==> src/rtl/bit_decode.sv <==
// bit_decode: two-entry ping-pong buffer turning accepted bit indices into one-hot words.
// Defining BITPOS_STATS_EN adds a 16-bit xfer_cnt output counting completed sink transfers.
module bit_decode #(
    parameter int DATA_WIDTH = 8,
    localparam int IW = (DATA_WIDTH > 1) ? $clog2(DATA_WIDTH) : 1
) (
    input  logic                  clk,
    input  logic                  rst,
    input  logic                  vld_src,
    input  logic [IW-1:0]         index_in,
    output logic                  rdy_src,
    output logic [DATA_WIDTH-1:0] data_out,
    output logic                  vld_sink,
    input  logic                  rdy_sink
`ifdef BITPOS_STATS_EN
    ,
    output logic [15:0]           xfer_cnt
`endif
);

    // Out-of-range indices (non power-of-two widths) match no bit and decode to zero.
    function automatic logic [DATA_WIDTH-1:0] decode_onehot(input logic [IW-1:0] idx);
        logic [DATA_WIDTH-1:0] word;
        word = '0;
        for (int i = 0; i < DATA_WIDTH; i++) begin
            word[i] = (idx == IW'(i));
        end
        return word;
    endfunction

    logic [1:0]          valid_q, valid_d;
    logic [1:0][IW-1:0]  idx_q, idx_d;
    logic                wr_ptr_q, wr_ptr_d;
    logic                rd_ptr_q, rd_ptr_d;
    logic                rdy_src_q, rdy_src_d;
    logic                vld_sink_q, vld_sink_d;
    logic [DATA_WIDTH-1:0] data_out_q, data_out_d;
    logic                src_xfer_s;
    logic                snk_xfer_s;

    assign src_xfer_s = vld_src & rdy_src_q;
    assign snk_xfer_s = valid_q[rd_ptr_q] & rdy_sink;

    // Next state of the store; outputs are precomputed here so they leave the block registered.
    always_comb begin
        valid_d  = valid_q;
        idx_d    = idx_q;
        wr_ptr_d = wr_ptr_q;
        rd_ptr_d = rd_ptr_q;
        if (snk_xfer_s) begin
            valid_d[rd_ptr_q] = 1'b0;
            rd_ptr_d          = ~rd_ptr_q;
        end else begin
            rd_ptr_d = rd_ptr_q;
        end
        if (src_xfer_s) begin
            valid_d[wr_ptr_q] = 1'b1;
            idx_d[wr_ptr_q]   = index_in;
            wr_ptr_d          = ~wr_ptr_q;
        end else begin
            wr_ptr_d = wr_ptr_q;
        end
        rdy_src_d  = ~(valid_d[0] & valid_d[1]);
        vld_sink_d = valid_d[rd_ptr_d];
        if (vld_sink_d) begin
            data_out_d = decode_onehot(idx_d[rd_ptr_d]);
        end else begin
            data_out_d = '0;
        end
    end

    // State and output registers with synchronous active-low reset.
    always_ff @(posedge clk) begin
        if (!rst) begin
            valid_q    <= 2'b00;
            idx_q      <= '0;
            wr_ptr_q   <= 1'b0;
            rd_ptr_q   <= 1'b0;
            rdy_src_q  <= 1'b0;
            vld_sink_q <= 1'b0;
            data_out_q <= '0;
        end else begin
            valid_q    <= valid_d;
            idx_q      <= idx_d;
            wr_ptr_q   <= wr_ptr_d;
            rd_ptr_q   <= rd_ptr_d;
            rdy_src_q  <= rdy_src_d;
            vld_sink_q <= vld_sink_d;
            data_out_q <= data_out_d;
        end
    end

    assign rdy_src  = rdy_src_q;
    assign vld_sink = vld_sink_q;
    assign data_out = data_out_q;

`ifdef BITPOS_STATS_EN
    logic [15:0] cnt_q, cnt_d;

    // Completed sink transfers, wrapping naturally at 16 bits.
    always_comb begin
        if (snk_xfer_s) begin
            cnt_d = cnt_q + 16'd1;
        end else begin
            cnt_d = cnt_q;
        end
    end

    // Counter register.
    always_ff @(posedge clk) begin
        if (!rst) begin
            cnt_q <= 16'd0;
        end else begin
            cnt_q <= cnt_d;
        end
    end

    assign xfer_cnt = cnt_q;
`endif

endmodule

==> config.mk <==
export PLATFORM = sky130hd
export DESIGN_NAME = bit_decode
export DESIGN_NICKNAME = d
export VERILOG_FILES = /design/src/rtl/bit_decode.sv
export SDC_FILE = /design/constraint.sdc
export NUM_CORES = 1
export LEC_CHECK = 0
export BUFFER_PORTS_ARGS = -buffer_cell sky130_fd_sc_hd__buf_2
export CAP_MARGIN = 15
export CORE_ASPECT_RATIO = 1.25
export CORE_UTILIZATION = 40
export CTS_CLUSTER_SIZE = 12
export DETAILED_ROUTE_END_ITERATION = 10
export RECOVER_POWER = 25
export SLEW_MARGIN = 20
export SYNTH_ARGS = -nofsm -noshare
export SYNTH_HDL_FRONTEND = slang
export SYNTH_SLANG_ARGS = --single-unit
==> constraint.sdc <==
create_clock -name clk -period 2.8 [get_ports clk]
set_input_delay 0.56 -clock clk [delete_from_list [all_inputs] [get_ports clk]]
set_output_delay 0.56 -clock clk [all_outputs]
set_load 0.1 [all_outputs]
==> flow_summary.json <==
{
  "status": "finished, violations left",
  "violations": "DRC",
  "cts_buffer_depth": 2,
  "async_flop_share_pct": 0,
  "wirelength_microns": 1627,
  "holdCritPathClass": "reg2reg",
  "final.setup.tns_ps": 0,
  "p_leak_uw": 0.0004325,
  "cts_setup_buffers": 0,
  "grt_util_all_layers_pct": 15.78,
  "relSlewSlack_pct": 67.94,
  "die_y_microns": 54.13,
  "gp_congestion": 0.8159,
  "synth_nets": 92,
  "cp_slowest_stage_delay_ps": 580,
  "fillers": 195,
  "endpoint_kind": "register",
  "setup_viol_count_final": 0,
  "antennaDiodeCount": 0,
  "fmax_mhz": 522.3,
  "cp_cell_sequence": "nand3b_1, a21boi_1, nor3b_1, o21ai_0, nor3_1",
  "synth_edf_count": 0,
  "drc_errors": 2,
  "synthCells": 85,
  "timing.final.crit_share_pct": 68.38,
  "nets": 110,
  "critical_path_arrival_ps": 2110,
  "avgViaCountPerCell": 5.803,
  "final_cell_area_sq_um": 997.2,
  "routedWlPerCell_microns": 13.34,
  "ys_types": 31,
  "layout-drive-gt1-share_pct": 26.47,
  "path_clk_slew_ps": 120,
  "whs_ps": 534.2,
  "slew_viol_final": 0,
  "cts_max_level": 1,
  "drt-pass1-iter-count": 7,
  "die-width_microns": 43.71,
  "layout_min_cycle_time_ps": 1915,
  "place_area_sq_um": 948.4,
  "ctsHoldBuffers": 0,
  "maxCapViolCount": 0,
  "antenna_left": 0,
  "dieArea_sq_um": 2366,
  "peakVddDrop_v": 0.0003248,
  "power.density_nw_per_um2": 651.7,
  "grt_max_degree": 15,
  "slowest_stage": "dfxtp_1",
  "r2r_setup_slack_ps": 890,
  "worst_pin_slew_ps": 484.2,
  "cts_buffers": 3,
  "rows": 18,
  "grt_pass1_vias": 621,
  "synth.avg_cell_area_sq_um": 10.23,
  "crit_required_ps": 2990,
  "cts-root-buf": "clkbuf_4",
  "cts.sinks": 20,
  "yosysSeqAreaShare_pct": 46.04,
  "ctsResizeCount": 0,
  "ys_warn_count": 0,
  "start_util_pct": 43.38,
  "netlist_area_sq_um": 869.6,
  "grt_pass1_wl_microns": 2766,
  "finalHoldViolCount": 0,
  "first_iter_violations": 9,
  "criticalPathCategory": "reg2reg",
  "finish.utilization_pct": 49.75,
  "clk_latency_ps": 300,
  "start_kind": "register",
  "grt_antenna_before_repair": 0,
  "vias": 708,
  "synth_ff_type": "dfxtp_1",
  "clock_skew_ps": 6.340,
  "cts_tree": "done",
  "area_growth_pct": 14.68,
  "place_hpwl_microns": 1198,
  "synth_seq_cells": 20,
  "io_pins": 17,
  "cp_max_fo": 10,
  "grt_overflow": 0,
  "rsz0062_at_grt": "no",
  "core-area_sq_um": 2004,
  "io_buffers": 16
}
-- cells in the final DEF, fill, tap and decap left out, drive strengths merged, types with 2 or more instances in the layout --
cell     n
nor3b    2
o21bai   2
o21ai    2
buf     16
nand2    3
mux2i    6
or4      2
o31ai    2
and2     2
nor3     8
a21oi    2
dfxtp   20
a21boi   6
or3      2
a211oi   2
nor2     2
clkbuf   3
nor2b    8
a211o    2
-- flip-flops by register name, indices dropped and copies added (netlist names) --
name / cells
data_out: 8
rdy_src: 1
vld_sink: 1
rd_ptr_q: 1
valid_q: 2
idx_q: 6
wr_ptr_q: 1
-- logic make-up (layout without fill, tap and decap cells) --
kind of cell    Yosys count  count (layout)  synth area share (%)
mux                       6               6                 6.907
compound gates           21              21                 19.71
flops                    20              20                 46.04
buf+inv                   3              20                 3.021
simple gates             35              35                 24.32
-- routing by layer --
metal / wire length (microns) / up-vias / share of wire (%) / GRT usage (%)
li1: - / 349 / - / -
met1: 754 / 339 / 46 / 19.03
met2: 784 / 18 / 48 / 27.11
met3: 73 / 2 / 4.5 / 3.020
met4: 15 / 0 / 0.92 / 6.771
met5: 0 / - / 0 / 0
-- synth_stat cells, drive strengths merged, types with 3 or more instances --
master | n | area (sq um)
dfxtp | 20 | 400.4
nor2b | 8 | 50.05
nor3 | 8 | 40.04
a21boi | 6 | 48.79
mux2i | 6 | 60.06
nand2 | 3 | 11.26
-- cell type report --
class                      count  area, sq um  area share [%]
multi-input combinational     62        439.2           44.04
clock buffer                   3        22.52           2.258
tap                           20        25.02           2.509
timing repair buffer          16        80.08           8.030
clock inverter                 1        30.03           3.011
sequential                    20        400.4           40.15
-- where the power goes --
group	switching (uW)	total (uW)	internal (uW)
logic	76.4	111	34.7
clock network	92.4	237	145
registers	7.16	302	294
total	176	650	474
-- worst max-delay path, delay by kind of cell, from the launching register on --
| family | cells | cell delay (ps) |
|---|---|---|
| AO/OA/AOI/OAI | 2 | 720 |
| flip-flops | 1 | 580 |
| AND/OR/NAND/NOR | 3 | 500 |
-- per-stage QoR --
stage,worst slack [ps],instances,power (uW)
after floorplan,442.3,85,398.4
after global placement,848.2,118,417.7
after detailed placement,840.7,118,419.0
after CTS,940.4,122,651.9
after global routing,732.3,122,671.1
final,885.5,122,649.9
-- worst paths after layout --
check	end	startpoint	cells after the start
worst min-delay path	idx_q[0]$_SDFF_PN0_	idx_q[0]$_SDFF_PN0_	2
worst max-delay path	data_out[0]$_SDFF_PN0_	wr_ptr_q$_SDFFE_PN0N_	5
worst max register to register	data_out[0]$_SDFF_PN0_	wr_ptr_q$_SDFFE_PN0N_	5
worst min register to register	idx_q[0]$_SDFF_PN0_	idx_q[0]$_SDFF_PN0_	2
No activity file was read; power rests on OpenSTA's default activity.
